[src/rtl/pwm_multi.sv]
// N-channel PWM generator with one shared prescaler and one period counter.
// Each channel's duty is shadowed and goes active at a period boundary.
module pwm_multi #(
  parameter int N_CH  = 4,
  parameter int CNT_W = 8,
  parameter int DIV_W = 4
) (
  input  logic                    clk,
  input  logic                    rst,
  input  logic                    en,
  input  logic [DIV_W-1:0]        div,
  input  logic [CNT_W-1:0]        period,
  input  logic                    center,
  input  logic [CNT_W-1:0]        duty_in,
  input  logic [N_CH-1:0]         duty_wr,
  input  logic [N_CH-1:0]         duty_inc,
  input  logic [N_CH-1:0]         duty_dec,
  input  logic [CNT_W-1:0]        step,
  input  logic [N_CH-1:0]         invert,
  output logic [N_CH-1:0]         pwm_out,
  output logic                    period_start,
  output logic [N_CH*CNT_W-1:0]   duty_active
);

  localparam logic [CNT_W-1:0] DUTY_RST = {1'b1, {(CNT_W-1){1'b0}}};
  localparam logic [CNT_W-1:0] CNT_MAX  = '1;

  typedef enum logic {
    DIR_UP   = 1'b0,
    DIR_DOWN = 1'b1
  } dir_t;

  logic [DIV_W-1:0] r_pre;
  logic [DIV_W-1:0] r_div_l;
  logic [CNT_W-1:0] r_cnt;
  dir_t             r_dir;
  logic             r_first;
  logic [CNT_W-1:0] r_period_l;
  logic             r_center_l;
  logic [CNT_W-1:0] r_shadow [N_CH];
  logic [CNT_W-1:0] r_active [N_CH];
  logic [N_CH-1:0]  r_pwm;
  logic             r_ps;

  logic             w_tick;
  logic             w_going_down;
  logic             w_bound_e;
  logic             w_bound_c;
  logic             w_boundary;
  logic [CNT_W-1:0] w_cnt_nxt;
  dir_t             w_dir_nxt;
  logic [N_CH-1:0]  w_raw;
  logic [CNT_W:0]   w_sum [N_CH];
  logic [CNT_W:0]   w_dif [N_CH];
  logic [CNT_W-1:0] w_shadow_nxt [N_CH];

  // The divide value is only re-latched at a wrap, so a change never strands r_pre above it.
  assign w_tick = en && (r_pre == r_div_l);

  // r_first marks the first tick after enable, which always starts a fresh period.
  always_comb begin
    w_going_down = (r_dir == DIR_DOWN) || (r_cnt >= r_period_l);
    w_bound_e    = (r_period_l == '0) || (r_cnt >= r_period_l);
    w_bound_c    = (r_period_l == '0) || (w_going_down && (r_cnt <= CNT_W'(1)));
    w_boundary   = w_tick && (r_first || (r_center_l ? w_bound_c : w_bound_e));
    w_cnt_nxt    = r_cnt;
    w_dir_nxt    = r_dir;
    if (w_boundary) begin
      w_cnt_nxt = '0;
      w_dir_nxt = DIR_UP;
    end else if (!r_center_l) begin
      w_cnt_nxt = r_cnt + CNT_W'(1);
    end else if (w_going_down) begin
      w_cnt_nxt = r_cnt - CNT_W'(1);
      w_dir_nxt = DIR_DOWN;
    end else begin
      w_cnt_nxt = r_cnt + CNT_W'(1);
      w_dir_nxt = DIR_UP;
    end
  end

  // Shadow next value: a write beats a step; inc and dec together cancel.
  always_comb begin
    for (int i = 0; i < N_CH; i++) begin
      w_sum[i]        = {1'b0, r_shadow[i]} + {1'b0, step};
      w_dif[i]        = {1'b0, r_shadow[i]} - {1'b0, step};
      w_shadow_nxt[i] = r_shadow[i];
      if (duty_wr[i]) begin
        w_shadow_nxt[i] = duty_in;
      end else if (w_tick && duty_inc[i] && !duty_dec[i]) begin
        w_shadow_nxt[i] = w_sum[i][CNT_W] ? CNT_MAX : w_sum[i][CNT_W-1:0];
      end else if (w_tick && duty_dec[i] && !duty_inc[i]) begin
        w_shadow_nxt[i] = w_dif[i][CNT_W] ? '0 : w_dif[i][CNT_W-1:0];
      end
    end
  end

  always_comb begin
    for (int i = 0; i < N_CH; i++) begin
      w_raw[i] = (r_cnt < r_active[i]);
    end
  end

  always_ff @(posedge clk or posedge rst) begin
    if (rst) begin
      r_pre      <= '0;
      r_div_l    <= '0;
      r_cnt      <= '0;
      r_dir      <= DIR_UP;
      r_first    <= 1'b0;
      r_period_l <= CNT_MAX;
      r_center_l <= 1'b0;
      r_pwm      <= '0;
      r_ps       <= 1'b0;
      for (int i = 0; i < N_CH; i++) begin
        r_shadow[i] <= DUTY_RST;
        r_active[i] <= DUTY_RST;
      end
    end else begin
      for (int i = 0; i < N_CH; i++) begin
        r_shadow[i] <= w_shadow_nxt[i];
      end
      if (!en) begin
        r_pre   <= '0;
        r_div_l <= div;
        r_cnt   <= '0;
        r_dir   <= DIR_UP;
        r_first <= 1'b1;
        r_pwm   <= invert;
        r_ps    <= 1'b0;
      end else begin
        r_pwm <= w_raw ^ invert;
        r_ps  <= w_boundary;
        if (w_tick) begin
          r_pre   <= '0;
          r_div_l <= div;
          r_cnt   <= w_cnt_nxt;
          r_dir   <= w_dir_nxt;
          if (w_boundary) begin
            r_first    <= 1'b0;
            r_period_l <= period;
            r_center_l <= center;
            for (int i = 0; i < N_CH; i++) begin
              r_active[i] <= r_shadow[i];
            end
          end
        end else begin
          r_pre <= r_pre + DIV_W'(1);
        end
      end
    end
  end

  assign pwm_out      = r_pwm;
  assign period_start = r_ps;

  for (genvar g = 0; g < N_CH; g++) begin : g_act
    assign duty_active[g*CNT_W +: CNT_W] = r_active[g];
  end

endmodule

[config.mk]
export PLATFORM = sky130hd
export DESIGN_NAME = pwm_multi
export DESIGN_NICKNAME = d
export VERILOG_FILES = /design/src/rtl/pwm_multi.sv
export SDC_FILE = /design/constraint.sdc
export NUM_CORES = 1
export LEC_CHECK = 0
export CORE_UTILIZATION = 35
export DETAILED_ROUTE_END_ITERATION = 10
export PLACE_DENSITY = 0.6
export SETUP_SLACK_MARGIN = 0.4
export SLEW_MARGIN = 30
export SYNTH_ARGS = -nofsm -noshare
export SYNTH_HDL_FRONTEND = slang
export SYNTH_SLANG_ARGS = --single-unit
[constraint.sdc]
create_clock -name clk -period 3.9 [get_ports clk]
set_clock_uncertainty 0.1 [all_clocks]
set_input_delay 0.975 -clock clk [delete_from_list [all_inputs] [get_ports clk]]
set_output_delay 0.975 -clock clk [all_outputs]
set_load 0.05 [all_outputs]
==> results.md, run 1 <==
| Quantity | Reported | Unit |
|---|---|---|
| Status | finished clean | - |
| Unique cell type count in the Yosys netlist | 75 | - |
| Type of the setup path with the least slack | input pin to flop | - |
| Via count of the routed design | 8473 | - |
| Relative contribution of combinational cells to total power | 54.1 | % |
| Worst setup path startpoint | step[6] | - |
| Clock power share | 17.9 | % |
| GP Congestion | 0.938 | - |
| Worst-path maximum fanout | 3 | - |
| Reg-to-Reg Start | r_cnt[6]$_DFFE_PP0P_ | - |
| Xor and xnor area share after synthesis | 3.20 | % |
| Post-detailed-placement half-perimeter wirelength | 22600 | um |
| Slew at the pin closest to its max-slew limit | 0.662 | ns |
| Critical Path, Cell by Cell | clkdlybuf4s50_1 -> buf_4 -> ha_1 -> or3_1 -> a211oi_1 -> o31ai_1 -> or2_2 -> a222oi_1 -> a21bo_2 | - |
| Share of synthesized cell area in full adder, half adder and majority cells | 16.7 | % |
| Final setup violation count | 0 | - |
| Net count reported at finish | 1344 | - |
| Layout Cell Area excl Fill | 10800 | sq um |
| DR WL/cell | 19.3 | um |
| Hold path startpoint | r_div_l[1]$_DFFE_PP0P_ | - |
| Core Footprint | 24400 | sq um |
| Initial antenna violation count | 0 | - |
| Syn Area/Cell | 8.26 | sq um |
| Y dimension of the die | 160 | um |
| Critical Path AT | 3.54 | ns |
| Multi-input gate area in the final layout | 5850 | sq um |
| Die Area | 25600 | sq um |
| Worst-Skew Late Latency | 0.35 | ns |
| Share of flip-flops with an asynchronous set or reset | 100 | % |
| Total of buffers placed on input and output ports | 84 | - |
| Aggregate routed wire length | 29200 | um |
| Synthesized-area fraction occupied by and/or/nand/nor cells | 18.8 | % |
| Leakage power of the design | 4.74 | nW |
| Number of remaining DRC errors | 0 | - |
| Type of element launching the critical path | input pin | - |
| Vias per inst | 5.60 | - |
| Worst VDD drop | 380 | uV |
| Violation count after the first detailed-routing iteration | 664 | - |
| Number of detailed-route iterations in the first pass | 5 | - |
| Pin count of the biggest net entering global routing | 97 | - |
| Kind of cell adding the most delay to the critical path | compound AO/OA/AOI/OAI gates | - |
| NetSw | 2.70 | mW |
| Unrepaired setup endpoints after global routing | true | - |
| FF+latch count, synth | 96 | - |
| Delay of the slowest cell on the worst path | 0.55 | ns |
| Die X | 160 | um |
| Layout Area Growth over Synthesis | 23.4 | % |
| Number of inserted diodes | 0 | - |
| Number of endpoints with negative hold slack in the final report | 0 | - |
| Kind of path behind the tightest hold check | flop to flop | - |
| CTS tree | yes | - |
| Overall global routing resource usage | 23.2 | % |
| Seq/Total Area, Yosys | 27.7 | % |
| Accumulated negative setup slack | 0 | ns |
| Buffer levels on the longest clock path | 2 | - |
| Number of inserted filler cells in the final layout | 2427 | - |
| Vias in the first global route | 8281 | - |
| Mux share of post-synthesis cell area | 1.60 | % |
| Initial standard-cell utilization of the core | 35.9 | % |
| Cell count after synthesis | 1059 | - |
| Slowest stage cell on the critical path | clkdlybuf4s50_1 | - |
| Overall overflow remaining after global route | 0 | - |
| Count of flip-flops with a built-in enable after synthesis | 0 | - |
| Headroom to the max-slew limit | 55.3 | % |
| First-pass GRT wire length | 46100 | um |
| Antenna-violating nets left | 0 | - |
| Flop-to-flop setup slack | 1.10 | ns |
| Worst hold slack | 0.392 | ns |
| Sequential cell area in the final layout | 2420 | sq um |
| Compound-gate portion of the synthesized area | 25.5 | % |
| Dpl cell area | 10300 | sq um |
| Flip-flop cell with the highest count after synthesis | dfrtp_1 | - |
| Fraction of the cycle the final worst path needs | 87.0 | % |
| Power per unit of standard cell area | 551 | nW/um^2 |
| Clock root buffer master | clkbuf_16 | - |
| Switching fraction of total power | 45.3 | % |
| Number of synthesis warnings | 0 | - |
| Maxcap violations | 0 | - |
| Number of buffers created by CTS | 9 | - |
| H-tree levels | 3 | - |
| Upper clock frequency limit | 0.295 | GHz |
| Fin. max-slew vios | 0 | - |
| Synthesized area | 8750 | sq um |
| Fraction of final layout cells sized beyond drive strength 1 | 12.2 | % |
| Crit. End Element | flop | - |
| Clock Sink Count | 96 | - |
| FP Rows | 57 | - |
| Mapped Nets | 1219 | - |
| Req. time, crit path | 4.05 | ns |
| Final worst path period need | 3.39 | ns |
| Total internal power | 3.25 | mW |
| Largest family of logic cells by synthesized area | compound AO/OA/AOI/OAI gates | - |
| Clock-pin slew on the worst setup and hold paths | 0.07 | ns |
| Top-Level Pins | 85 | - |
| Sum of buffers and inverters on the critical path | 2 | - |
| Relative contribution of sequential cells to total power | 28.0 | % |
final timing paths:
check | endpoint | cells after the start
worst max-delay path | r_shadow[29]$_DFFE_PP0P_ | 9
worst min-delay path | r_div_l[1]$_DFFE_PP0P_ | 2
worst max register to register | r_cnt[7]$_DFFE_PP0P_ | 8
worst min register to register | r_div_l[1]$_DFFE_PP0P_ | 2
max in group asynchronous | duty_active[7]$_DFFE_PP1P_ | 3
min in group asynchronous | period_start$_DFF_PP0_ | 3
power by group through the flow:
| stage | Clock [mW] | Sequential (mW) | Combinational, mW |
|---|---|---|---|
| after floorplan | 0 | 2.18 | 1.54 |
| after global placement | 0 | 1.68 | 3.14 |
| after detailed placement | 0 | 1.68 | 3.16 |
| after CTS | 1.09 | 1.67 | 3.18 |
| after global routing | 1.13 | 1.71 | 3.53 |
| final | 1.06 | 1.67 | 3.22 |
per-stage QoR:
step	cells	total power, mW	setup WS [ns]	util [%]
after floorplan	1059	3.73	0.609	-
after global placement	1495	4.82	-0.0634	42.4
after detailed placement	1495	4.85	-0.0860	42.4
after CTS	1511	5.94	0.409	43.9
after global routing	1513	6.36	0.345	44.3
final	1513	5.95	0.509	44.3
kinds of logic (layout without fill, tap and decap cells):
logic type,Yosys count,in the layout
AO/OA/AOI/OAI,343,343
AND/OR/NAND/NOR,323,323
buffers and inverters,140,270
adder cells (fa/ha/maj),112,112
flip-flops,96,96
XOR/XNOR,32,32
multiplexers,13,13
routing by layer:
metal	up-vias	part of all wire [%]	global-route usage, %
li1	4105	-	-
met1	4010	46	31.4
met3	53	6.8	4.70
met2	305	44	36.3
met5	-	0	0
met4	0	3.1	8.92
cell type report:
cell class                 count  area share (%)
sequential                    96            22.4
timing repair buffer         155            12.9
tap                          324            3.75
multi-input combinational    823            54.1
clock inverter                 4           0.915
inverter                      99            3.48
clock buffer                  12            2.37
worst register-to-register path: cells and delay by family, from the launching register on:
family	cells	cell delay (ns)
AOI/OAI and AO/OA	3	0.88
DFF	1	0.57
adders and majority gates	1	0.40
buffers and inverters	1	0.29
and+or+nand+nor	2	0.27
muxes	1	0.19
cell usage in the layout (no fill, tap or decap), types with 10 or more instances in the layout:
master	n
o21a_1	14
nand2b_1	20
o211ai_1	18
dfrtp_1	80
a211oi_1	15
buf_4	69
or4_1	10
nand2_1	93
nand3_1	27
a22oi_1	14
nor2_1	64
ha_1	104
a21o_1	13
o21ai_0	97
inv_1	97
nor2b_1	13
clkdlybuf4s50_1	83
o22ai_1	19
a21oi_1	56
dfstp_2	16
or3_1	12
a31oi_1	16
xnor2_1	15
xor2_1	17
nor4_1	12
nor3_1	23
cells in the mapped netlist (6+ instances only):
| cell | count | area [sq um] |
|---|---|---|
| nor2b_1 | 13 | 81.3 |
| o211ai_1 | 18 | 135 |
| or4_1 | 10 | 75.1 |
| o311ai_0 | 6 | 52.6 |
| a21o_1 | 13 | 97.6 |
| and3b_1 | 6 | 52.6 |
| clkbuf_1 | 23 | 86.3 |
| a31oi_1 | 16 | 100 |
| or2_2 | 6 | 37.5 |
| and3_1 | 7 | 43.8 |
| or3_1 | 12 | 75.1 |
| a211oi_1 | 18 | 135 |
| o22ai_1 | 19 | 119 |
| nor2_1 | 64 | 240 |
| fa_1 | 8 | 160 |
| nand2_1 | 93 | 349 |
| nor3_1 | 23 | 115 |
| nand2b_1 | 20 | 125 |
| o21ai_0 | 98 | 490 |
| a22oi_1 | 14 | 105 |
| ha_1 | 104 | 1300 |
| xor2_1 | 17 | 149 |
| nor3b_1 | 6 | 45.0 |
| o21bai_1 | 8 | 60.1 |
| nor4_1 | 12 | 75.1 |
| o21a_1 | 14 | 105 |
| dfrtp_1 | 80 | 2000 |
| o31ai_1 | 12 | 90.1 |
| dfstp_2 | 16 | 420 |
| mux2_2 | 8 | 90.1 |
| a21oi_1 | 57 | 285 |
| xnor2_1 | 15 | 131 |
| nand3_1 | 27 | 135 |
| inv_1 | 99 | 372 |
| buf_2 | 11 | 55.1 |
| buf_4 | 6 | 45.0 |
timing repair:
item	CTS	global route
gates resized for setup	3	17
pin swaps	0	2
setup buffers	0	2
setup endpoints to repair	8	31
hold buffers	0	0
flip-flops by register name, indices dropped and copies added, names as in the netlist:
name,flops
duty_active,32
r_pre,4
r_shadow,32
r_cnt,8
r_period_l,8
r_first,1
pwm_out,4
r_center_l,1
r_div_l,4
period_start,1
r_dir,1
Power figures use the tool's default switching activity.
==> run 2: changes to the inputs <==
--- a/config.mk
+++ b/config.mk
@@ -5,9 +5,10 @@
 export SDC_FILE = /design/constraint.sdc
 export NUM_CORES = 1
 export LEC_CHECK = 0
-export CORE_UTILIZATION = 35
+export CORE_UTILIZATION = 59
+export CTS_CLUSTER_DIAMETER = 120
 export DETAILED_ROUTE_END_ITERATION = 10
-export PLACE_DENSITY = 0.6
+export PLACE_DENSITY = 0.89
 export SETUP_SLACK_MARGIN = 0.4
 export SLEW_MARGIN = 30
 export SYNTH_ARGS = -nofsm -noshare
==> run 2 against run 1 <==
Against the previous run: via count is 5.2% higher; utilization up 28 points; fmax increased by 0.68%; register-to-register slack lost 0.26 ns; critical path depth grew 1; total power decreased by 1.6%; final cell count decreased by 9.6%; flip-flop and latch count unchanged; hold slack worse by 0.0077 ns.
==> results.md, run 2 (synthesized netlist as in run 1, its figures left out) <==
| Quantity | Reported | Unit | Delta |
|---|---|---|---|
| Status | finished clean | - | unchanged |
| Worst hold stages | 2 | - | unchanged |
| Leakage power of the design | 4.71 | nW | was 4.74 nW |
| Unrepaired setup endpoints after global routing | true | - | unchanged |
| Slew at the pin closest to its max-slew limit | 0.921 | ns | was 0.662 ns |
| Dpl cells | 1352 | - | was 1495 |
| CTS tree | yes | - | unchanged |
| First-pass GRT wire length | 43600 | um | was 46100 um |
| Crit. End Element | flop | - | unchanged |
| Power per unit of standard cell area | 555 | nW/um^2 | was 551 nW/um^2 |
| Layout Area Growth over Synthesis | 20.3 | % | was 23.4% |
| Total of buffers placed on input and output ports | 84 | - | unchanged |
| Post-detailed-placement half-perimeter wirelength | 21000 | um | was 22600 um |
| Number of inserted diodes | 0 | - | unchanged |
| Violation count after the first detailed-routing iteration | 956 | - | was 664 |
| GP Congestion | 1.00 | - | was 0.938 |
| Buffer levels on the longest clock path | 2 | - | unchanged |
| Via count of the routed design | 8916 | - | was 8473 |
| Headroom to the max-slew limit | 38.4 | % | was 55.3% |
| Upper clock frequency limit | 0.297 | GHz | was 0.295 GHz |
| Final setup violation count | 0 | - | unchanged |
| Number of buffers created by CTS | 9 | - | unchanged |
| FP Rows | 44 | - | was 57 |
| Worst-Skew Late Latency | 0.36 | ns | was 0.35 ns |
| Clock-pin slew on the worst setup and hold paths | 0.07 | ns | about the same |
| Post-Layout Cell Count | 1368 | - | was 1513 |
| Accumulated negative setup slack | 0 | ns | unchanged |
| Clock Sink Count | 96 | - | unchanged |
| Number of endpoints with negative hold slack in the final report | 0 | - | unchanged |
| Critical Path AT | 3.52 | ns | was 3.54 ns |
| Maxcap violations | 0 | - | unchanged |
| Flop-to-flop setup slack | 0.84 | ns | was 1.10 ns |
| Pin count of the biggest net entering global routing | 97 | - | unchanged |
| Worst-path maximum fanout | 8 | - | was 3 |
| Core Footprint | 14500 | sq um | was 24400 sq um |
| Worst setup path startpoint | step[1] | - | was step[6] |
| Fraction of final layout cells sized beyond drive strength 1 | 12.0 | % | was 12.2% |
| DR WL/cell | 20.6 | um | was 19.3 um |
| Endpoint of the lowest-slack register-to-register path | r_cnt[7]$_DFFE_PP0P_ | - | unchanged |
| H-tree levels | 3 | - | unchanged |
| Antenna-violating nets left | 0 | - | unchanged |
| Reg-to-Reg Start | r_cnt[2]$_DFFE_PP0P_ | - | was r_cnt[6]$_DFFE_PP0P_ |
| Initial antenna violation count | 0 | - | unchanged |
| Top-Level Pins | 85 | - | unchanged |
| Overall global routing resource usage | 37.9 | % | was 23.2% |
| Die Area | 15300 | sq um | was 25600 sq um |
| Clock root buffer master | clkbuf_16 | - | unchanged |
| Vias in the first global route | 8467 | - | was 8281 |
| Net count reported at finish | 1339 | - | was 1344 |
| Type of the setup path with the least slack | input pin to flop | - | unchanged |
| Final worst path period need | 3.37 | ns | was 3.39 ns |
| Most frequent cells in the layout | ha_1, inv_1, o21ai_0 | - | unchanged |
| Initial standard-cell utilization of the core | 60.4 | % | was 35.9% |
| Overall overflow remaining after global route | 0 | - | unchanged |
| Y dimension of the die | 124 | um | was 160 um |
| Die X | 124 | um | was 160 um |
| Most common cell after layout, fill and taps aside | ha_1 | - | unchanged |
| Number of remaining DRC errors | 0 | - | unchanged |
| Fraction of the cycle the final worst path needs | 86.4 | % | was 87.0% |
| Type of element launching the critical path | input pin | - | unchanged |
| Req. time, crit path | 4.05 | ns | about the same |
| Final cell utilization of the core | 72.7 | % | was 44.3% |
| Hold path startpoint | r_first$_DFFE_PP0P_ | - | was r_div_l[1]$_DFFE_PP0P_ |
| Kind of path behind the tightest hold check | flop to flop | - | unchanged |
| Buffer count from post-CTS setup fixing | 0 | - | unchanged |
| Fin. max-slew vios | 0 | - | unchanged |
| Worst VDD drop | 367 | uV | was 380 uV |
| Aggregate routed wire length | 28100 | um | was 29200 um |
| Count of cells along the worst register-to-register path | 8 | - | unchanged |
| Terminating pin of the worst hold path | r_first$_DFFE_PP0P_ | - | was r_div_l[1]$_DFFE_PP0P_ |
| Vias per inst | 6.52 | - | was 5.60 |
| Number of detailed-route iterations in the first pass | 5 | - | unchanged |
[run 2: layout make-up]
| type | count | area (sq um) |
|---|---|---|
| clock inverters | 7 | 86.3 |
| well taps | 184 | 230 |
| fillers | 1089 | 3950 |
| clock buffers | 9 | 225 |
| repair buffers | 150 | 1350 |
| inverters | 99 | 375 |
| multi-input cells | 823 | 5840 |
| flip-flops and latches | 96 | 2420 |
[run 2: critical path, cell delays in order]
cell,delay [ns]
clkdlybuf4s50_1,0.42
inv_1,0.19
buf_4,0.27
ha_1,0.27
nand2b_1,0.17
a221o_1,0.36
nor4bb_1,0.29
a2111oi_0,0.10
a221oi_1,0.26
o311ai_0,0.20
[run 2: routing by layer]
layer / track usage (%) / vias up / wire length, um
met4: 22.7 / 0 / 1570
met2: 58.7 / 533 / 12700
met5: 0 / - / 0
met1: 49.3 / 4176 / 11400
li1: - / 4095 / -
met3: 6.82 / 112 / 2480
[run 2: worst max-delay path by stage]
stage / end / cells after the start / slack (ns)
2_1_floorplan: r_shadow[1]$_DFFE_PP0P_ / 8 / 0.61
3_3_place_gp: r_shadow[1]$_DFFE_PP0P_ / 10 / 0.11
3_5_place_dp: r_shadow[1]$_DFFE_PP0P_ / 11 / 0.06
4_1_cts: r_shadow[1]$_DFFE_PP0P_ / 11 / 0.44
5_1_grt: r_shadow[21]$_DFFE_PP0P_ / 10 / 0.40
6_report: r_shadow[23]$_DFFE_PP1P_ / 10 / 0.53
[run 2: report_power, final]
part	internal, mW	switching [mW]	total, mW
logic	1.23	2.01	3.24
clock network	0.511	0.431	0.942
registers	1.35	0.321	1.67
[run 2: repair_timing]
action | CTS | global route
endpoints found under the setup margin | 0 | 25
hold buffers | 0 | 0
endpoints found under the hold margin | 0 | 0
resized for setup | 0 | 19
[run 2: through the flow]
| step | power (mW) | instance area [sq um] | hold slack [ns] | setup slack, ns |
|---|---|---|---|---|
| 3_3_place_gp | 4.71 | 10100 | 0.361 | 0.109 |
| 5_1_grt | 6.18 | 10500 | 0.420 | 0.402 |
| 4_1_cts | 5.77 | 10500 | 0.385 | 0.437 |
| 3_5_place_dp | 4.80 | 10100 | 0.369 | 0.0588 |
| 6_report | 5.85 | 10500 | 0.384 | 0.532 |
| 2_1_floorplan | 3.73 | 8760 | 0.348 | 0.609 |
==> run 3: changes to the inputs <==
--- a/config.mk
+++ b/config.mk
@@ -5,10 +5,10 @@
 export SDC_FILE = /design/constraint.sdc
 export NUM_CORES = 1
 export LEC_CHECK = 0
-export CORE_UTILIZATION = 59
+export CORE_UTILIZATION = 64
 export CTS_CLUSTER_DIAMETER = 120
 export DETAILED_ROUTE_END_ITERATION = 10
-export PLACE_DENSITY = 0.89
+export PLACE_DENSITY = 0.95
 export SETUP_SLACK_MARGIN = 0.4
 export SLEW_MARGIN = 30
 export SYNTH_ARGS = -nofsm -noshare
==> constraint.sdc (replaced) <==
create_clock -name clk -period 4.3 [get_ports clk]
set_clock_uncertainty 0.1 [all_clocks]
set_input_delay 1.075 -clock clk [delete_from_list [all_inputs] [get_ports clk]]
set_output_delay 1.075 -clock clk [all_outputs]
set_load 0.05 [all_outputs]
==> run 3 against run 2 <==
Against the previous run: final cell count shrank 3.6%; non-clock buffer count is 42 lower; first-iteration DRC count grew 13%; critical path depth did not move; critical endpoint is now r_shadow[9]$_DFFE_PP0P_; largest cell class unchanged; largest power group unchanged.
==> results.md, run 3 (synthesized netlist as in run 1, its figures left out) <==
| Quantity | Reported | Unit | Delta |
|---|---|---|---|
| Y dimension of the die | 119 | um | was 124 um |
| Worst hold stages | 2 | - | unchanged |
| Worst hold slack | 0.395 | ns | was 0.384 ns |
| Clock root buffer master | clkbuf_16 | - | unchanged |
| Aggregate routed wire length | 26900 | um | was 28100 um |
| Worst-path maximum fanout | 9 | - | was 8 |
| FP Rows | 42 | - | was 44 |
| Clock-pin slew on the worst setup and hold paths | 0.07 | ns | about the same |
| NetSw | 2.46 | mW | was 2.76 mW |
| Total internal power | 2.73 | mW | was 3.09 mW |
| Number of detailed-route iterations in the first pass | 5 | - | unchanged |
| Req. time, crit path | 4.42 | ns | was 4.05 ns |
| Die X | 119 | um | was 124 um |
| Kind of cell adding the most delay to the critical path | compound AO/OA/AOI/OAI gates | - | unchanged |
| Top-Level Pins | 85 | - | unchanged |
| Unrepaired setup endpoints after global routing | false | - | was true |
| Worst-Skew Late Latency | 0.36 | ns | about the same |
| Layout Cell Area excl Fill | 10100 | sq um | was 10500 sq um |
| Critical Path AT | 3.77 | ns | was 3.52 ns |
| Violation count after the first detailed-routing iteration | 1079 | - | was 956 |
| Status | finished clean | - | unchanged |
| Net count reported at finish | 1297 | - | was 1339 |
| Maxcap violations | 0 | - | unchanged |
| H-tree levels | 3 | - | unchanged |
| Relative contribution of combinational cells to total power | 54.2 | % | was 55.4% |
| Leakage power of the design | 4.47 | nW | was 4.71 nW |
| Buffer levels on the longest clock path | 2 | - | unchanged |
| Vias per inst | 6.69 | - | was 6.52 |
| Post-detailed-placement half-perimeter wirelength | 20100 | um | was 21000 um |
| Clock power share | 16.2 | % | was 16.1% |
| Fraction of final layout cells sized beyond drive strength 1 | 7.53 | % | was 12.0% |
| Overall overflow remaining after global route | 0 | - | unchanged |
| Pin count of the biggest net entering global routing | 54 | - | was 97 |
| Antenna-violating nets left | 0 | - | unchanged |
| Number of buffers created by CTS | 9 | - | unchanged |
| Most frequent cells in the layout | ha_1, inv_1, o21ai_0 | - | unchanged |
| Multi-input gate area in the final layout | 5780 | sq um | was 5840 sq um |
| Number of endpoints with negative hold slack in the final report | 0 | - | unchanged |
| Fin. max-slew vios | 0 | - | unchanged |
| Dpl cell area | 9810 | sq um | was 10100 sq um |
| Critical Path, Cell by Cell | clkdlybuf4s50_1 -> inv_1 -> buf_4 -> fa_1 -> a211oi_1 -> nor2_1 -> o31ai_2 -> a211oi_1 -> a22oi_1 -> a21oi_1 | - | was clkdlybuf4s50_1 -> inv_1 -> buf_4 -> ha_1 -> nand2b_1 -> a221o_1 -> nor4bb_1 -> a2111oi_0 -> a221oi_1 -> o311ai_0 |
| Clock Sink Count | 96 | - | unchanged |
| Relative contribution of sequential cells to total power | 29.5 | % | was 28.5% |
| Count of cells along the worst register-to-register path | 8 | - | unchanged |
| Initial standard-cell utilization of the core | 65.8 | % | was 60.4% |
| Kind of path behind the tightest hold check | flop to flop | - | unchanged |
| Crit. End Element | flop | - | unchanged |
| Sequential cell area in the final layout | 2420 | sq um | unchanged |
| Power per unit of standard cell area | 512 | nW/um^2 | was 555 nW/um^2 |
| Worst VDD drop | 596 | uV | was 367 uV |
| First-pass GRT wire length | 42900 | um | was 43600 um |
| CP Depth | 10 | - | unchanged |
| Switching fraction of total power | 47.4 | % | was 47.2% |
| Layout Area Growth over Synthesis | 15.8 | % | was 20.3% |
| Setup slack after layout | 0.648 | ns | was 0.532 ns |
| Overall global routing resource usage | 39.0 | % | was 37.9% |
| Slew at the pin closest to its max-slew limit | 0.838 | ns | was 0.921 ns |
| Via count of the routed design | 8826 | - | was 8916 |
| Vias in the first global route | 8382 | - | was 8467 |
| CTS tree | yes | - | unchanged |
| Type of the setup path with the least slack | input pin to flop | - | unchanged |
| Accumulated negative setup slack | 0 | ns | unchanged |
| Cts-stage hold buffer count | 0 | - | unchanged |
| Final setup violation count | 0 | - | unchanged |
| Die Area | 14100 | sq um | was 15300 sq um |
| Fraction of the cycle the final worst path needs | 84.9 | % |  |
| Worst setup timing slack at the placement stage | 0.248 | ns | was 0.0588 ns |
| Initial antenna violation count | 0 | - | unchanged |
| Upper clock frequency limit | 0.274 | GHz |  |
| Slowest stage cell on the critical path | clkdlybuf4s50_1 | - | unchanged |
| Total of buffers placed on input and output ports | 84 | - | unchanged |
| Headroom to the max-slew limit | 43.7 | % | was 38.4% |
| Sum of internal, switching and leakage power | 5.19 | mW | was 5.85 mW |
| Sum of buffers and inverters on the critical path | 3 | - | unchanged |
| Most common cell after layout, fill and taps aside | ha_1 | - | unchanged |
| Number of inserted filler cells in the final layout | 974 | - | was 1089 |
| Delay of the slowest cell on the worst path | 0.47 | ns | was 0.42 ns |
| Most frequent CP cell | a211oi_1 | - |  |
| Type of element launching the critical path | input pin | - | unchanged |
| Number of remaining DRC errors | 0 | - | unchanged |
| DR WL/cell | 20.4 | um | was 20.6 um |
| Core Footprint | 13300 | sq um | was 14500 sq um |
| Final worst path period need | 3.65 | ns |  |
| GP Congestion | 0.972 | - | was 1.00 |
run 3: repair_timing:
item	4_1_cts	5_1_grt
setup endpoints to repair	0	3
gates resized for setup	0	3
buffers inserted	0	0
run 3: per-layer routing:
| metal | vias to the layer above | track usage [%] | share of wire [%] | wire, um |
|---|---|---|---|---|
| li1 | 4020 | - | - | - |
| met1 | 4119 | 50.5 | 40 | 10800 |
| met2 | 557 | 60.4 | 45 | 12000 |
| met3 | 130 | 8.00 | 9.7 | 2620 |
| met4 | 0 | 22.7 | 5.6 | 1510 |
| met5 | - | 0 | 0 | 0 |
run 3: worst register-to-register path: cells and delay by family (launching register included):
family	cells	cell delay, ns
adders and majority gates	1	0.31
DFF	1	0.66
AOI/OAI and AO/OA	2	0.39
muxes	1	0.38
buffers and inverters	2	0.53
and+or+nand+nor	2	0.54
run 3: final timing paths:
kind                                        start                     endpoint  slack [ns]
max                                       step[1]      r_shadow[9]$_DFFE_PP0P_        0.65
min                        r_div_l[3]$_DFFE_PP0P_       r_div_l[3]$_DFFE_PP0P_        0.40
max reg2reg                  r_cnt[0]$_DFFE_PP0P_  duty_active[24]$_DFFE_PP0P_        1.29
min reg2reg                r_div_l[3]$_DFFE_PP0P_       r_div_l[3]$_DFFE_PP0P_        0.40
max in group asynchronous                     rst  duty_active[23]$_DFFE_PP1P_        2.31
min in group asynchronous                     rst      r_shadow[5]$_DFFE_PP0P_        1.04
run 3: metrics by stage:
stage          std cells  utilization, %
5_1_grt             1318            76.2
6_report            1319            76.2
3_3_place_gp        1302            73.8
4_1_cts             1318            76.1
3_5_place_dp        1302            73.8
2_1_floorplan       1059               -
run 3: area by class of cell:
class                      instances  share of cell area (%)
multi-input combinational        823                    57.0
sequential                        96                    23.9
timing repair buffer             108                    10.2
inverter                          99                    3.69
clock buffer                      10                    2.36
tap                              176                    2.17
clock inverter                     6                   0.654
antenna                            1                  0.0247
run 3: power by group through the flow:
stage               sequential (mW)  combinational (mW)  clock [mW]
floorplan                      1.98                1.40           0
global placement               1.51                2.67           0
detailed placement             1.52                2.74           0
CTS                            1.51                2.77       0.843
global route                   1.55                3.05       0.874
finish                         1.53                2.81       0.842
